## config.mk

```make
export PLATFORM = sky130hd
export DESIGN_NAME = issue_hazard_unit_flat
export DESIGN_NICKNAME = d
export VERILOG_FILES = /design/src/rtl/issue_hazard_unit_pkg.sv /design/src/rtl/issue_hazard_unit_if.sv /design/src/rtl/issue_hazard_unit_lu_detect.sv /design/src/rtl/issue_hazard_unit.sv /design/src/flat_wrapper.sv
export SDC_FILE = /design/constraint.sdc
export NUM_CORES = 1
export LEC_CHECK = 0
export BUFFER_PORTS_ARGS = -buffer_cell sky130_fd_sc_hd__buf_2
export CAP_MARGIN = 20
export CORE_ASPECT_RATIO = 0.5
export CORE_MARGIN = 5
export CORE_UTILIZATION = 46
export DETAILED_ROUTE_END_ITERATION = 16
export PLACE_DENSITY = 0.8
export SLEW_MARGIN = 20
export SYNTH_ARGS = -nofsm -noshare
export SYNTH_HDL_FRONTEND = slang
export SYNTH_SLANG_ARGS = --single-unit
```

## constraint.sdc

```tcl
create_clock -name clk -period 2.35 [get_ports clk]
set_clock_uncertainty 0.1 [all_clocks]
set_input_delay 0.235 -clock clk [delete_from_list [all_inputs] [get_ports clk]]
set_output_delay 0.235 -clock clk [all_outputs]
set_load 0.02 [all_outputs]
```

## src/rtl/issue_hazard_unit_pkg.sv

```systemverilog
`default_nettype none
// ============================================================================
// Module      : issue_hazard_unit_pkg
// Description : Shared issue-stage types: FSM states, EX slot bundle, constants.
// Revision    : 1.0 - initial release
// ============================================================================
package issue_hazard_unit_pkg;

    localparam int REG_W = 5;

    localparam logic [REG_W-1:0] REG_ZERO = '0;

    typedef enum logic [0:0] {
        ST_PAIR   = 1'b0,
        ST_SECOND = 1'b1
    } issue_state_t;

    typedef struct packed {
        logic             valid;
        logic             regwrite;
        logic             memread;
        logic [REG_W-1:0] rs;
        logic [REG_W-1:0] rt;
        logic [REG_W-1:0] rd;
    } ex_slot_t;

    localparam ex_slot_t EX_BUBBLE = '0;

endpackage : issue_hazard_unit_pkg
`default_nettype wire

```

## src/rtl/issue_hazard_unit_if.sv

```systemverilog
`default_nettype none
// ============================================================================
// Module      : issue_hazard_unit_if
// Description : ID-side bundle, stall controls and registered EX-side fields.
// Revision    : 1.0 - initial release
// ============================================================================
interface issue_hazard_unit_if
    import issue_hazard_unit_pkg::*;
();
    logic             id_valid;
    logic             flush;
    logic [REG_W-1:0] id_rs1, id_rt1, id_rd1;
    logic             id_regwrite1, id_memread1;
    logic [REG_W-1:0] id_rs2, id_rt2, id_rd2;
    logic             id_regwrite2, id_memread2;

    logic             pc_write;
    logic             if_id_write;
    logic             ex_valid1, ex_valid2;
    logic [REG_W-1:0] ex_rs1, ex_rt1, ex_rd1;
    logic [REG_W-1:0] ex_rs2, ex_rt2, ex_rd2;
    logic             ex_regwrite1, ex_memread1, ex_regwrite2, ex_memread2;

    modport master (
        output id_valid, flush,
        output id_rs1, id_rt1, id_rd1, id_regwrite1, id_memread1,
        output id_rs2, id_rt2, id_rd2, id_regwrite2, id_memread2,
        input  pc_write, if_id_write, ex_valid1, ex_valid2,
        input  ex_rs1, ex_rt1, ex_rd1, ex_rs2, ex_rt2, ex_rd2,
        input  ex_regwrite1, ex_memread1, ex_regwrite2, ex_memread2
    );

    modport slave (
        input  id_valid, flush,
        input  id_rs1, id_rt1, id_rd1, id_regwrite1, id_memread1,
        input  id_rs2, id_rt2, id_rd2, id_regwrite2, id_memread2,
        output pc_write, if_id_write, ex_valid1, ex_valid2,
        output ex_rs1, ex_rt1, ex_rd1, ex_rs2, ex_rt2, ex_rd2,
        output ex_regwrite1, ex_memread1, ex_regwrite2, ex_memread2
    );

endinterface : issue_hazard_unit_if
`default_nettype wire

```

## src/rtl/issue_hazard_unit_lu_detect.sv

```systemverilog
`default_nettype none
// ============================================================================
// Module      : lu_detect
// Description : Load-use check of one ID instruction's sources against both EX slots.
// Revision    : 1.0 - initial release
// ============================================================================
module lu_detect
    import issue_hazard_unit_pkg::*;
(
    input  logic [REG_W-1:0] i_rs,
    input  logic [REG_W-1:0] i_rt,
    input  logic             i_ex1_valid,
    input  logic             i_ex1_memread,
    input  logic [REG_W-1:0] i_ex1_rd,
    input  logic             i_ex2_valid,
    input  logic             i_ex2_memread,
    input  logic [REG_W-1:0] i_ex2_rd,
    output logic             o_hazard
);

    logic w_hit1;
    logic w_hit2;

    // A load targeting $0 produces nothing to wait for.
    assign w_hit1 = i_ex1_valid && i_ex1_memread && (i_ex1_rd != REG_ZERO) &&
                    ((i_ex1_rd == i_rs) || (i_ex1_rd == i_rt));
    assign w_hit2 = i_ex2_valid && i_ex2_memread && (i_ex2_rd != REG_ZERO) &&
                    ((i_ex2_rd == i_rs) || (i_ex2_rd == i_rt));

    assign o_hazard = w_hit1 || w_hit2;

endmodule : lu_detect
`default_nettype wire

```

## src/rtl/issue_hazard_unit.sv

```systemverilog
`default_nettype none
// ============================================================================
// Module      : issue_hazard_unit
// Description : Dual-issue control: issues, splits or stalls the ID bundle into EX.
// Revision    : 1.0 - initial release
// ============================================================================
module issue_hazard_unit
    import issue_hazard_unit_pkg::*;
(
    input  logic               clk,
    input  logic               rst,
    issue_hazard_unit_if.slave bus
);

    issue_state_t r_state;
    issue_state_t w_next_state;
    ex_slot_t     r_ex1, r_ex2;
    ex_slot_t     w_ex1_next, w_ex2_next;
    ex_slot_t     w_inst1, w_inst2;
    logic         w_lu1, w_lu2, w_dep, w_advance;

    assign w_inst1 = '{valid: 1'b1, regwrite: bus.id_regwrite1, memread: bus.id_memread1,
                       rs: bus.id_rs1, rt: bus.id_rt1, rd: bus.id_rd1};
    assign w_inst2 = '{valid: 1'b1, regwrite: bus.id_regwrite2, memread: bus.id_memread2,
                       rs: bus.id_rs2, rt: bus.id_rt2, rd: bus.id_rd2};

    lu_detect u_lu_inst1 (
        .i_rs          (bus.id_rs1),
        .i_rt          (bus.id_rt1),
        .i_ex1_valid   (r_ex1.valid),
        .i_ex1_memread (r_ex1.memread),
        .i_ex1_rd      (r_ex1.rd),
        .i_ex2_valid   (r_ex2.valid),
        .i_ex2_memread (r_ex2.memread),
        .i_ex2_rd      (r_ex2.rd),
        .o_hazard      (w_lu1)
    );

    lu_detect u_lu_inst2 (
        .i_rs          (bus.id_rs2),
        .i_rt          (bus.id_rt2),
        .i_ex1_valid   (r_ex1.valid),
        .i_ex1_memread (r_ex1.memread),
        .i_ex1_rd      (r_ex1.rd),
        .i_ex2_valid   (r_ex2.valid),
        .i_ex2_memread (r_ex2.memread),
        .i_ex2_rd      (r_ex2.rd),
        .o_hazard      (w_lu2)
    );

    // WAW inside a bundle is fine; only a slot-2 read of slot-1's result splits.
    assign w_dep = bus.id_regwrite1 && (bus.id_rd1 != REG_ZERO) &&
                   ((bus.id_rd1 == bus.id_rs2) || (bus.id_rd1 == bus.id_rt2));

    always_ff @(posedge clk) begin
        if (rst) begin
            r_state <= ST_PAIR;
        end else begin
            r_state <= w_next_state;
        end
    end

    always_comb begin
        w_next_state = r_state;
        case (r_state)
            ST_PAIR: begin
                if (!bus.flush && bus.id_valid && !w_lu1 && (w_lu2 || w_dep)) begin
                    w_next_state = ST_SECOND;
                end
            end
            ST_SECOND: begin
                if (bus.flush || !w_lu2) begin
                    w_next_state = ST_PAIR;
                end
            end
            default: w_next_state = ST_PAIR;
        endcase
    end

    always_comb begin
        w_ex1_next = EX_BUBBLE;
        w_ex2_next = EX_BUBBLE;
        w_advance  = 1'b1;
        case (r_state)
            ST_PAIR: begin
                if (bus.flush || !bus.id_valid) begin
                    w_advance = 1'b1;
                end else if (w_lu1) begin
                    w_advance = 1'b0;
                end else if (w_lu2 || w_dep) begin
                    w_ex1_next = w_inst1;
                    w_advance  = 1'b0;
                end else begin
                    w_ex1_next = w_inst1;
                    w_ex2_next = w_inst2;
                end
            end
            ST_SECOND: begin
                // Slot 1 already left; the held inst2 keeps its slot-2 position.
                if (bus.flush) begin
                    w_advance = 1'b1;
                end else if (w_lu2) begin
                    w_advance = 1'b0;
                end else begin
                    w_ex2_next = w_inst2;
                end
            end
            default: w_advance = 1'b1;
        endcase
    end

    always_ff @(posedge clk) begin
        if (rst) begin
            r_ex1 <= EX_BUBBLE;
            r_ex2 <= EX_BUBBLE;
        end else begin
            r_ex1 <= w_ex1_next;
            r_ex2 <= w_ex2_next;
        end
    end

    assign bus.pc_write     = w_advance && !rst;
    assign bus.if_id_write  = w_advance && !rst;

    assign bus.ex_valid1    = r_ex1.valid;
    assign bus.ex_regwrite1 = r_ex1.regwrite;
    assign bus.ex_memread1  = r_ex1.memread;
    assign bus.ex_rs1       = r_ex1.rs;
    assign bus.ex_rt1       = r_ex1.rt;
    assign bus.ex_rd1       = r_ex1.rd;
    assign bus.ex_valid2    = r_ex2.valid;
    assign bus.ex_regwrite2 = r_ex2.regwrite;
    assign bus.ex_memread2  = r_ex2.memread;
    assign bus.ex_rs2       = r_ex2.rs;
    assign bus.ex_rt2       = r_ex2.rt;
    assign bus.ex_rd2       = r_ex2.rd;

endmodule : issue_hazard_unit
`default_nettype wire

```

## src/flat_wrapper.sv

```systemverilog
// flat-port wrapper written by rule: the top's interface ports become plain ports
module issue_hazard_unit_flat import issue_hazard_unit_pkg::*;
  (clk, rst, bus_id_valid, bus_flush, bus_id_rs1, bus_id_rt1, bus_id_rd1, bus_id_regwrite1, bus_id_memread1, bus_id_rs2, bus_id_rt2, bus_id_rd2, bus_id_regwrite2, bus_id_memread2, bus_pc_write, bus_if_id_write, bus_ex_valid1, bus_ex_valid2, bus_ex_rs1, bus_ex_rt1, bus_ex_rd1, bus_ex_rs2, bus_ex_rt2, bus_ex_rd2, bus_ex_regwrite1, bus_ex_memread1, bus_ex_regwrite2, bus_ex_memread2);
  issue_hazard_unit_if bus_i ();
  input  logic clk;
  input  logic rst;
  input wire logic [$bits(bus_i.id_valid)-1:0] bus_id_valid;
  input wire logic [$bits(bus_i.flush)-1:0] bus_flush;
  input wire logic [$bits(bus_i.id_rs1)-1:0] bus_id_rs1;
  input wire logic [$bits(bus_i.id_rt1)-1:0] bus_id_rt1;
  input wire logic [$bits(bus_i.id_rd1)-1:0] bus_id_rd1;
  input wire logic [$bits(bus_i.id_regwrite1)-1:0] bus_id_regwrite1;
  input wire logic [$bits(bus_i.id_memread1)-1:0] bus_id_memread1;
  input wire logic [$bits(bus_i.id_rs2)-1:0] bus_id_rs2;
  input wire logic [$bits(bus_i.id_rt2)-1:0] bus_id_rt2;
  input wire logic [$bits(bus_i.id_rd2)-1:0] bus_id_rd2;
  input wire logic [$bits(bus_i.id_regwrite2)-1:0] bus_id_regwrite2;
  input wire logic [$bits(bus_i.id_memread2)-1:0] bus_id_memread2;
  output wire logic [$bits(bus_i.pc_write)-1:0] bus_pc_write;
  output wire logic [$bits(bus_i.if_id_write)-1:0] bus_if_id_write;
  output wire logic [$bits(bus_i.ex_valid1)-1:0] bus_ex_valid1;
  output wire logic [$bits(bus_i.ex_valid2)-1:0] bus_ex_valid2;
  output wire logic [$bits(bus_i.ex_rs1)-1:0] bus_ex_rs1;
  output wire logic [$bits(bus_i.ex_rt1)-1:0] bus_ex_rt1;
  output wire logic [$bits(bus_i.ex_rd1)-1:0] bus_ex_rd1;
  output wire logic [$bits(bus_i.ex_rs2)-1:0] bus_ex_rs2;
  output wire logic [$bits(bus_i.ex_rt2)-1:0] bus_ex_rt2;
  output wire logic [$bits(bus_i.ex_rd2)-1:0] bus_ex_rd2;
  output wire logic [$bits(bus_i.ex_regwrite1)-1:0] bus_ex_regwrite1;
  output wire logic [$bits(bus_i.ex_memread1)-1:0] bus_ex_memread1;
  output wire logic [$bits(bus_i.ex_regwrite2)-1:0] bus_ex_regwrite2;
  output wire logic [$bits(bus_i.ex_memread2)-1:0] bus_ex_memread2;
  assign bus_i.id_valid = bus_id_valid;
  assign bus_i.flush = bus_flush;
  assign bus_i.id_rs1 = bus_id_rs1;
  assign bus_i.id_rt1 = bus_id_rt1;
  assign bus_i.id_rd1 = bus_id_rd1;
  assign bus_i.id_regwrite1 = bus_id_regwrite1;
  assign bus_i.id_memread1 = bus_id_memread1;
  assign bus_i.id_rs2 = bus_id_rs2;
  assign bus_i.id_rt2 = bus_id_rt2;
  assign bus_i.id_rd2 = bus_id_rd2;
  assign bus_i.id_regwrite2 = bus_id_regwrite2;
  assign bus_i.id_memread2 = bus_id_memread2;
  assign bus_pc_write = bus_i.pc_write;
  assign bus_if_id_write = bus_i.if_id_write;
  assign bus_ex_valid1 = bus_i.ex_valid1;
  assign bus_ex_valid2 = bus_i.ex_valid2;
  assign bus_ex_rs1 = bus_i.ex_rs1;
  assign bus_ex_rt1 = bus_i.ex_rt1;
  assign bus_ex_rd1 = bus_i.ex_rd1;
  assign bus_ex_rs2 = bus_i.ex_rs2;
  assign bus_ex_rt2 = bus_i.ex_rt2;
  assign bus_ex_rd2 = bus_i.ex_rd2;
  assign bus_ex_regwrite1 = bus_i.ex_regwrite1;
  assign bus_ex_memread1 = bus_i.ex_memread1;
  assign bus_ex_regwrite2 = bus_i.ex_regwrite2;
  assign bus_ex_memread2 = bus_i.ex_memread2;
  issue_hazard_unit u_core (.clk(clk), .rst(rst), .bus(bus_i));
endmodule
```

### After elaboration in Yosys (flattened, before gate mapping)

Index checks and enable logic that the tools add are counted.

* equal/unequal tests: 10
* multiplexer cells: 16
* bitwise operators: 1
* reductions and logical operators: 34

Operators by type and width (count)
* 18-bit 2-to-1 mux: 6
* 5-bit == test: 10
* 18-bit one-hot mux with 2 select lines: 1
* 5-bit nonzero test: 3
* 1-bit logical AND: 14
* 1-bit logical OR: 10
* 1-bit 2-to-1 mux: 7
* 1-bit logical NOT: 5
* 1-bit one-hot mux with 2 select lines: 2
* 4-bit OR reduction: 1
* 3-bit OR reduction: 1
* 1-bit inverter: 1

* flip-flop bits (word level): 37
* input port bits: 38
* output and inout bits: 38

### Depth between registers and ports, before layout

Gate-level depths: netlist of run 1.

* depth in word-level cells: 10
* depth in mapped cells: 8

### Hierarchy

Synthesis of run 1 repeated with hierarchy kept, for this count alone.

* cell total of the unflattened synthesis: 239
* area total of the unflattened synthesis: 2119.5 um^2

Modules (own cells, without submodules)
* issue_hazard_unit: instances 1, cells an instance 169, area an instance 1569.0 um^2, seq. area each 740.7 um^2
* lu_detect: instances 2, cells an instance 35, area an instance 275.3 um^2, seq. area each 0.0 um^2

### Worst setup path before layout of run 1

No wires, ideal clock.

* path type: reg2out
* from: register u_core.r_ex1 (netlist bit u_core.bus.ex_rd1[0])
* to: output bus_pc_write
* data arrival time: 2.163 ns
* required time: 2.015 ns
* slack: -0.148 ns
* stages on the path, launching flop included: 8
* path buffers: 3
* cell sequence: dfxtp_1 buf_2 or4_1 o211ai_2 clkbuf_1 o22a_1 o221a_2 buf_4

* longest elaborated chain between the ends: 10
* elaborated cells on any way between the ends: 20

RTL lines
* start: declaration: RTL line issue_hazard_unit.sv:17 `ex_slot_t r_ex1, r_ex2;`
* start signal: assignment: RTL line issue_hazard_unit.sv:117 `r_ex1 <= w_ex1_next;`
* 5-bit == test or 5-bit nonzero test (tied branches): RTL line issue_hazard_unit_lu_detect.sv:26, issue_hazard_unit_lu_detect.sv:25
* 1-bit logical OR or 1-bit logical AND (tied branches): RTL line issue_hazard_unit_lu_detect.sv:26, issue_hazard_unit_lu_detect.sv:25
* 1-bit logical AND: RTL line issue_hazard_unit_lu_detect.sv:25 `assign w_hit1 = i_ex1_valid && i_ex1_memread && (i_ex1_rd != REG_ZERO) &&`
* 1-bit logical OR: RTL line issue_hazard_unit_lu_detect.sv:30 `assign o_hazard = w_hit1 || w_hit2;`
* 1-bit logical OR: RTL line issue_hazard_unit.sv:90 `end else if (w_lu2 || w_dep) begin`
* 1-bit 2-to-1 mux: RTL line issue_hazard_unit.sv:90
* 1-bit 2-to-1 mux: RTL line issue_hazard_unit.sv:88 `end else if (w_lu1) begin`
* 1-bit 2-to-1 mux: RTL line issue_hazard_unit.sv:86 `if (bus.flush || !bus.id_valid) begin`
* 1-bit one-hot mux with 2 select lines (*): RTL line issue_hazard_unit.sv:84 `case (r_state)`
* 1-bit logical AND (*)
* end: declaration: RTL line flat_wrapper.sv:19 `output wire logic [$bits(bus_i.pc_write)-1:0] bus_pc_write;`

Mark *: on every way between the ends. The rest lies on a longest branch, timed or not.

### Worst setup path after layout of run 1

* from: register u_core.r_ex1 (netlist bit u_core.bus.ex_rd1[0])
* to: output bus_if_id_write

* longest elaborated chain between the ends: 10
* elaborated cells on any way between the ends: 20

RTL lines
* 5-bit == test or 5-bit nonzero test (tied branches): RTL line issue_hazard_unit_lu_detect.sv:26, issue_hazard_unit_lu_detect.sv:25
* 1-bit logical OR or 1-bit logical AND (tied branches): RTL line issue_hazard_unit_lu_detect.sv:26, issue_hazard_unit_lu_detect.sv:25
* 1-bit logical AND: RTL line issue_hazard_unit_lu_detect.sv:25
* 1-bit logical OR: RTL line issue_hazard_unit_lu_detect.sv:30
* 1-bit logical OR: RTL line issue_hazard_unit.sv:90
* 1-bit 2-to-1 mux: RTL line issue_hazard_unit.sv:90
* 1-bit 2-to-1 mux: RTL line issue_hazard_unit.sv:88
* 1-bit 2-to-1 mux: RTL line issue_hazard_unit.sv:86
* 1-bit one-hot mux with 2 select lines (*): RTL line issue_hazard_unit.sv:84
* 1-bit logical AND (*): RTL line issue_hazard_unit.sv:123 `assign bus.if_id_write = w_advance && !rst;`
* end: declaration: RTL line flat_wrapper.sv:20 `output wire logic [$bits(bus_i.if_id_write)-1:0] bus_if_id_write;`

Marked as above.

==> results, run 1 <==
- The run finished, with violations left.
- The final reports fail on setup timing.
- The worst setup path is of the flip-flop to output port kind.
- The post-synthesis cell area is 2380 um^2.
- Data on the critical path is required at its endpoint by 2.02 ns.
- The floorplan die width is 112 um.
- The initial antenna violation count came to 0.
- Setup repair after global routing could not meet its margin everywhere.
- Of the total power, registers draw 0.468.
- The via count of the first global-routing pass is 2,330.
- By area the synthesized netlist is led by sky130_fd_sc_hd__dfxtp_1, sky130_fd_sc_hd__xnor2_1, sky130_fd_sc_hd__xor2_1, sky130_fd_sc_hd__o221ai_1, sky130_fd_sc_hd__o31ai_2.
- In the final routed layout, each cell accounts on average for 17.0 um.
- After clock tree synthesis, the clock-pin slew on the worst setup and hold paths is 0.07 ns.
- The period utilization is 1.06.
- In the final layout, flip-flops and latches occupy 743 um^2.
- The slowest library cell on the worst path is sky130_fd_sc_hd__or4_1.
- The library cell used most frequently in the layout, excluding fill and tap cells, is sky130_fd_sc_hd__buf_2.
- The first TritonRoute pass finished after 5 iterations.
- The worst hold path depth is 3.
- For the worst flop-to-flop path, the logic depth is 6.
- The type of origin of the critical path is a flip-flop.
- The layout has 431 filler cells.
- The top achievable clock speed is 400 MHz.
- The transition time of the tightest slew-check pin is 0.582 ns.
- The internal power of the cells totals 978 uW.
- Prior to clock tree synthesis, the placed netlist has a worst setup slack of 0.0571 ns.
- The startpoint of the most critical hold path is bus_id_memread1.
- The via count is 2,384.
- Leaving out fill and tap cells, the most frequent cells in the layout are sky130_fd_sc_hd__buf_2, sky130_fd_sc_hd__dfxtp_1, sky130_fd_sc_hd__xnor2_1, sky130_fd_sc_hd__inv_1, sky130_fd_sc_hd__nor3_1.
- The synthesized design spends more area on one cell type than any other, namely sky130_fd_sc_hd__dfxtp_1.
- Setup slack on the critical path of the routed design comes to -0.148 ns.
- The first global-routing pass estimated 11,400 um of wire.
- The worst register-to-register path begins at u_core.bus.ex_rd1[0]$_SDFF_PP0_.
- The share of total power dissipated in the clock network is 0.313.
- The register-to-register setup slack is 0.06 ns.
- The congestion estimate from routability-driven global placement came to 0.871.
- The detailed router finished its first iteration with 221 violations.
- The die is 60.9 um tall.
- The cell family contributing the most delay on the critical path is compound AO/OA/AOI/OAI gates.
- The number of instances in the synthesized netlist is 277.
- The worst hold-check slack is 0.0549 ns.
- Setup violations remaining at the end of the flow were counted as 2.
- The later pin in the worst-skew pair is clocked with a latency of 0.29 ns.
- The TritonCTS clock tree is built.
- Among the stages of the critical path, the cell type that occurs most often is sky130_fd_sc_hd__buf_6.
- In this run the power spent charging and discharging nets is 422 uW.
- The time the worst path needs with I/O delays and setup is 2.50 ns.
- The cell at the root of the clock tree is sky130_fd_sc_hd__clkbuf_8.
- The placeable core region is 4980 um^2.
- The largest voltage drop on the vdd net is 0.000243 V.
- The number of cell rows is 18.
- Across every metal layer, demand over resource in global routing totals 0.215.
- The sequential cell area fraction in the yosys report is 0.311.
- Buffers placed on the I/O ports in this run total 75.
- The maximum number of pins on one net before global-route repair is 38.
- The count of pins on the block boundary is 76.
- For this run, design rule violations remaining after detail routing come to 0.
- The average cell area after synthesis is 8.61 um^2.
- The end of the worst hold path is u_core.bus.ex_memread1$_SDFF_PP0_.
- The overall die area is 6810 um^2.
- The number of buffers between clock root and the deepest sink is 2.
- Of the total power, the share spent switching nets is 0.301.
- The initial cell density of the core is 0.479.
- STA classifies the critical path endpoint as an output port.
- Of the post-synthesis cell area, the dominant cell type holds 0.311.
- The data arrival time at the worst-slack endpoint is 2.16 ns.
- The number of endpoints with negative hold slack in the final report is 0.
- The repair_antennas step left the layout with diodes totalling 0.
- The number of hold buffers added after cts is 0.
- The sum of buffers and inverters on the critical path is 2.
- The max-slew violation count is 0.
- The wire length reported by the detailed router is 7100 um.
- Max-cap violations in this run came to 0.
- In this run the worst setup path begins at u_core.bus.ex_rd1[0]$_SDFF_PP0_.
- The clock net in this run drives a total of 37 sinks.
- For this run, the number of Yosys warnings is 0.
- After layout, the design draws a total of 1.40 mW.
- The synthesized design contains 37 register bits.
- The footprint of the multi-input gates is 1410 um^2.
- The number of vias per cell after detailed routing is 5.70.
- Buffers added to address setup during post-CTS repair amount to 0.
- Power spread over the standard cell area amounts to 472 nW/um^2.
- The netlist uses 31 different library cells.
- The number of buffers created by CTS is 5.
- In this run the tightest slew margin relative to its limit is 0.611.
- The path class of the lowest-slack min-delay path is input pin to flip-flop.
- Walking the worst path, the cells encountered are or4_1, o211ai_2, buf_6, o22a_1, o221a_4, buf_6.
- At the end of the flow the core is filled with cells to 0.596.
- The standby leakage power is 1.38 nW.
- The area growth from synthesis to layout is 24.3%.
- The total global routing overflow is 0.
- The proportion of layout cells with a drive suffix above 1 is 0.351.
- The synthesized netlist net count is 315.
- The half-perimeter wire length after placement is 5170 um.
- At the end of the flow, the number of nets in the layout was 385.
- The maximum net fanout on the critical path is 20.
- The count of nets left with antenna violations once routing finished came out at 0.
- The worst flop-to-flop path endpoint is u_core.bus.ex_rd2[3]$_SDFF_PP0_.
- Of the total power, combinational logic draws 0.219.
- On the worst path, the slowest cell contributes a delay of 0.53 ns.
- The H-tree level count is 2.
[synthesized netlist by cell type]
cell type and n:
sky130_fd_sc_hd__o21ai_2 1, sky130_fd_sc_hd__a221o_1 1, sky130_fd_sc_hd__o31ai_1 6, sky130_fd_sc_hd__nor3_1 21, sky130_fd_sc_hd__buf_2 5, sky130_fd_sc_hd__o22a_1 2
sky130_fd_sc_hd__a221oi_1 1, sky130_fd_sc_hd__dfxtp_1 37, sky130_fd_sc_hd__or4_1 3, sky130_fd_sc_hd__inv_1 22, sky130_fd_sc_hd__nor2_1 7, sky130_fd_sc_hd__o221a_2 1
sky130_fd_sc_hd__nand3_1 7, sky130_fd_sc_hd__buf_4 1, sky130_fd_sc_hd__xnor2_1 30, sky130_fd_sc_hd__o211ai_2 2, sky130_fd_sc_hd__xor2_1 20, sky130_fd_sc_hd__buf_6 4
sky130_fd_sc_hd__o21bai_1 1, sky130_fd_sc_hd__o221ai_1 18, sky130_fd_sc_hd__a22oi_1 2, sky130_fd_sc_hd__o211ai_1 17, sky130_fd_sc_hd__nand2_1 7, sky130_fd_sc_hd__inv_2 2
sky130_fd_sc_hd__o21ai_0 1, sky130_fd_sc_hd__o31ai_2 12, sky130_fd_sc_hd__and3_1 17, sky130_fd_sc_hd__clkbuf_1 23, sky130_fd_sc_hd__o22ai_1 4, sky130_fd_sc_hd__a222oi_1 1
sky130_fd_sc_hd__nand2b_1 1
[cell families after synthesis]
| kind of cell | after synthesis | share of synthesized area |
|---|---|---|
| AOI/OAI and AO/OA | 70 | 0.262 |
| and+or+nand+nor | 63 | 0.137 |
| buffers and inverters | 57 | 0.107 |
| xor gates and xnor gates | 50 | 0.184 |
| DFF | 37 | 0.311 |
[power by group through the flow]
stage | clock (mW) | sequential (mW) | combinational (mW)
after global routing | 0.477 | 0.656 | 0.331
after global placement | 0 | 0.667 | 0.288
after detailed placement | 0 | 0.668 | 0.298
final | 0.438 | 0.655 | 0.307
after CTS | 0.445 | 0.655 | 0.305
after floorplan | 0 | 0.688 | 0.167
[per-stage QoR]
| stage | instances | setup TNS (ns) | instance area [um^2] |
|---|---|---|---|
| CTS | 418 | -0.292 | 2970 |
| global placement | 410 | 0 | 2850 |
| global route | 418 | -0.482 | 2970 |
| detailed placement | 410 | 0 | 2850 |
| floorplan | 277 | 0 | 2410 |
| finish | 418 | -0.295 | 2970 |
[flip-flops by register name, indices dropped and copies added (netlist names), 5 cells and up]
| signal | count |
|---|---|
| u_core.bus.ex_rs2 | 5 |
| u_core.bus.ex_rd2 | 5 |
| u_core.bus.ex_rt1 | 5 |
| u_core.bus.ex_rd1 | 5 |
| u_core.bus.ex_rs1 | 5 |
| u_core.bus.ex_rt2 | 5 |
[layout make-up]
class                      count  area share
clock buffer                   8      0.0270
timing repair buffer          96       0.186
multi-input combinational    183       0.476
inverter                      24      0.0304
sequential                    37       0.251
tap                           70      0.0295
[how the worst max path moves through the flow]
stage	to	cells after the start	slack, ns
floorplan	bus_pc_write	7	0.02
detailed placement	bus_pc_write	7	0.06
finish	bus_if_id_write	6	-0.15
CTS	bus_if_id_write	6	-0.15
global placement	bus_pc_write	7	0.13
global route	bus_pc_write	6	-0.24
[routing by layer]
metal,wire [um],global-route usage
met4,254,0.120
met3,562,0.0558
met1,2840,0.241
met2,3440,0.388
met5,0,0
[tightest hold or removal path: cells and delay by family]
kind | cells | cell delay (ns)
buffers and inverters | 2 | 0.13
AND/OR/NAND/NOR | 1 | 0.04
[timing repair]
action                                  CTS  global route
resized for setup                         8             0
pin swaps                                 3             2
endpoints found under the setup margin    2             2
Note: power is estimated with default switching activity, not from simulation.
==> run 2, diff against run 1 <==
==> constraint.sdc (replaced) <==
create_clock -name clk -period 2.35 [get_ports clk]
set_clock_uncertainty 0.1 [all_clocks]
set_input_delay 0.235 -clock clk [delete_from_list [all_inputs] [get_ports clk]]
set_output_delay 0.235 -clock clk [all_outputs]
set_load 0.1 [all_outputs]
==> results, run 2 (same netlist as run 1, synthesis figures left out) <==
- The flow ran to the end, but the final reports show violations.
- The final reports fail on setup timing.
- The source-to-sink clock delay at the later pin of the worst-skew pair was 0.29 ns (about the same).
- The final non-filler cell total is 422 (+0.96%).
- The clock-pin transition on the worst setup and hold timing paths came to 0.07 ns (about the same).
- The start-to-end type of the worst setup path is flip-flop to output port.
- The worst hold path depth was 3 (unchanged).
- The average wire per cell in the routed design is 17.2 um (+1.3%).
- The number of endpoints with negative hold slack in the final report is 0 (unchanged).
- The initial antenna violation count came to 0 (unchanged).
- The number of hold buffers added after cts was 0 (unchanged).
- Setup repair after global routing could not meet its margin everywhere.
- In the layout the commonest cells are sky130_fd_sc_hd__buf_2, sky130_fd_sc_hd__xnor2_1, sky130_fd_sc_hd__buf_4, sky130_fd_sc_hd__dfxtp_1, sky130_fd_sc_hd__inv_1.
- The startpoint identified for the worst hold timing path is bus_id_memread1.
- The area growth from synthesis to layout is 30.2%.
- Broken down by cell family, the worst path's largest delay share belongs to compound AO/OA/AOI/OAI gates.
- The most frequent standard cell in the layout excluding fill and tap cells is sky130_fd_sc_hd__buf_2.
- The cell at the root of the clock tree is sky130_fd_sc_hd__clkbuf_8.
- The number of vias per cell after detailed routing was 5.57 (-2.4%).
- The first-pass GRT wire length is 11,300 um (-0.85%).
- The total clock sinks was 37 (unchanged).
- The TritonCTS clock tree is built.
- The top achievable clock speed was 377 MHz (-5.9%).
- The initial detailed-routing violation count was 108 (-51%).
- The maximum number of pins on one net before global-route repair came to 38 (unchanged).
- The wire length reported by the detailed router is 7260 um (+2.3%).
- The slack of the critical path is -0.305 ns (-0.158 ns).
- The maximum single-stage delay on the critical path is 0.54 ns (about the same).
- The worst setup path is captured at an output port.
- The total routing resource utilization after global routing came to 0.214 (-0.00134).
- The transition time of the tightest slew-check pin came to 0.719 ns (+0.138 ns).
- The total instance count after detailed placement is 408 (-0.49%).
- The y dimension of the die came to 60.9 um (unchanged).
- The total of fill cells in the finished design was 407 (-5.6%).
- The type of origin of the critical path is a flip-flop.
- The weighted congestion reported at the end of routability-driven placement is 0.844 (-3.1%).
- The diode insertion count for antenna repair is 0 (unchanged).
- The max-slew violation count was 0 (unchanged).
- The slowest library cell on the worst path is sky130_fd_sc_hd__or4_4.
- The worst hold-check slack was 0.0512 ns (-0.00362 ns).
- The number of buffers created by CTS is 5 (unchanged).
- The critical path required time is 2.02 ns (about the same).
- The sum of buffers and inverters on the critical path is 2 (unchanged).
- The critical path goes through or4_4, o211ai_4, inv_2, a222oi_1, o221a_4, buf_12.
- The period utilization was 1.13 (+0.0671).
- The register-to-register setup slack is -0.06 ns (-0.12 ns).
- The footprint of the multi-input gates is 1460 um^2 (+3.3%).
- The count of pins on the block boundary is 76 (unchanged).
- The number of cells on the critical path is 6 (unchanged).
- The number of cell rows came to 18 (unchanged).
- The power density of the placed cells came to 499 nW/um^2 (+5.7%).
- The initial cell density of the core is 0.479 (unchanged).
- The net total in the final layout is 389 (+1.0%).
- The count of buffers from port buffering came to 75 (unchanged).
- The worst slew margin relative to its limit is 0.520 (-0.0908).
- The floorplan die width was 112 um (unchanged).
- The total global routing overflow is 0 (unchanged).
- The overall die area is 6810 um^2 (unchanged).
- In this run the critical register-to-register path is launched from u_core.bus.ex_rd1[0]$_SDFF_PP0_.
- The via count of the first global-routing pass was 2,278 (-2.2%).
- The H-tree level count was 2 (unchanged).
- The path class of the lowest-slack min-delay path is input pin to flip-flop.
- The placeable core region was 4980 um^2 (unchanged).
- The first-pass detailed-route iteration total is 4 (-1).
- The via count was 2,350 (-1.4%).
- The number of endpoints failing setup at the final stage is 32 (+30).
- The half-perimeter wire length after placement is 5200 um (+0.51%).
- The endpoint identified for the worst register-to-register timing path is u_core.bus.ex_memread2$_SDFF_PP0_.
- The number of cell instances on the worst register-to-register path was 8 (+2).
- The register area is 783 um^2 (+5.4%).
- The DRC violations left is 0 (unchanged).
- The standby leakage power was 1.42 nW (+2.8%).
- The path with the worst hold slack has its endpoint at u_core.bus.ex_memread1$_SDFF_PP0_.
- The max-capacitance violation count is 0 (unchanged).
- The maximum net fanout on the critical path was 2 (-90%).
- The largest voltage drop on the vdd net was 0.000235 V (-3.1%).
- The data arrival time at the worst-slack endpoint is 2.32 ns (+0.16 ns).
- The proportion of layout cells with a drive suffix above 1 came to 0.412 (+0.0614).
- The number of buffers between clock root and the deepest sink is 2 (unchanged).
- The residual antenna-violating net count after detailed routing is 0 (unchanged).
- The time the worst path needs with I/O delays and setup is 2.66 ns (+0.158 ns).
run 2: cell count changes in the layout (fill, tap and decap cells not counted), moves of 2 or more:
| cell | before | now |
|---|---|---|
| sky130_fd_sc_hd__buf_6 | 4 | 1 |
| sky130_fd_sc_hd__dfxtp_4 | 0 | 10 |
| sky130_fd_sc_hd__nor3_1 | 21 | 19 |
| sky130_fd_sc_hd__buf_4 | 19 | 24 |
| sky130_fd_sc_hd__o31ai_2 | 12 | 14 |
| sky130_fd_sc_hd__dfxtp_1 | 35 | 23 |
| sky130_fd_sc_hd__nor3_2 | 0 | 2 |
| sky130_fd_sc_hd__dfxtp_2 | 2 | 4 |
| sky130_fd_sc_hd__o31ai_1 | 6 | 4 |
| sky130_fd_sc_hd__buf_12 | 0 | 2 |
run 2: worst max path at each step:
stage                                                 end  slack, ns                             from
after global routing                      bus_if_id_write      -0.37  u_core.bus.ex_rd1[0]$_SDFF_PP0_
after detailed placement  u_core.bus.ex_rs2[2]$_SDFF_PP0_      -0.03  u_core.bus.ex_rd1[0]$_SDFF_PP0_
after floorplan                              bus_pc_write      -0.36  u_core.bus.ex_rd2[1]$_SDFF_PP0_
final                                     bus_if_id_write      -0.31  u_core.bus.ex_rd1[0]$_SDFF_PP0_
after CTS                                 bus_if_id_write      -0.27  u_core.bus.ex_rd2[1]$_SDFF_PP0_
after global placement                    bus_if_id_write        0.1                    bus_id_rd1[1]
run 2: worst reg2reg max path: cells and delay by family, from the launching register on:
kind | cells | cell delay [ns]
AND/OR/NAND/NOR | 1 | 0.54
AO/OA/AOI/OAI | 3 | 0.82
flip-flops | 1 | 0.34
buffers and inverters | 4 | 0.51
run 2: layout make-up:
cell class,count,share of cell area
timing repair buffer,100,0.192
inverter,24,0.0290
sequential,37,0.252
tap,70,0.0282
clock buffer,8,0.0290
multi-input combinational,183,0.469
run 2: repair_timing:
item,CTS,global route
resized for setup,2,6
setup endpoints to repair,18,4
pin swaps,5,2
buffers inserted,3,3
run 2: layer usage:
layer / wire (um) / part of all wire / global-route usage
met1: 2850 / 0.39 / 0.238
met2: 3660 / 0.50 / 0.384
met3: 680 / 0.094 / 0.0827
met4: 68 / 0.0094 / 0.0815
met5: 0 / 0 / 0
run 2: per-stage QoR:
step / worst slack [ns] / utilization / TNS [ns] / cell area, um^2 / total power [mW]
final: -0.305 / 0.624 / -1.22 / 3110 / 1.55
after CTS: -0.268 / 0.613 / -0.536 / 3050 / 1.55
after global routing: -0.370 / 0.624 / -2.91 / 3110 / 1.60
after detailed placement: -0.0299 / 0.587 / -0.213 / 2920 / 1.09
after floorplan: -0.356 / - / -0.486 / 2500 / 0.974
after global placement: 0.0971 / 0.587 / 0 / 2920 / 1.08
run 2: power by group:
| group | total, mW | switching, mW | leakage [nW] | internal, mW |
|---|---|---|---|---|
| clock | 0.465 | 0.225 | 0.0455 | 0.239 |
| sequential | 0.650 | 0.0127 | 0.310 | 0.637 |
| combinational | 0.436 | 0.306 | 1.06 | 0.130 |
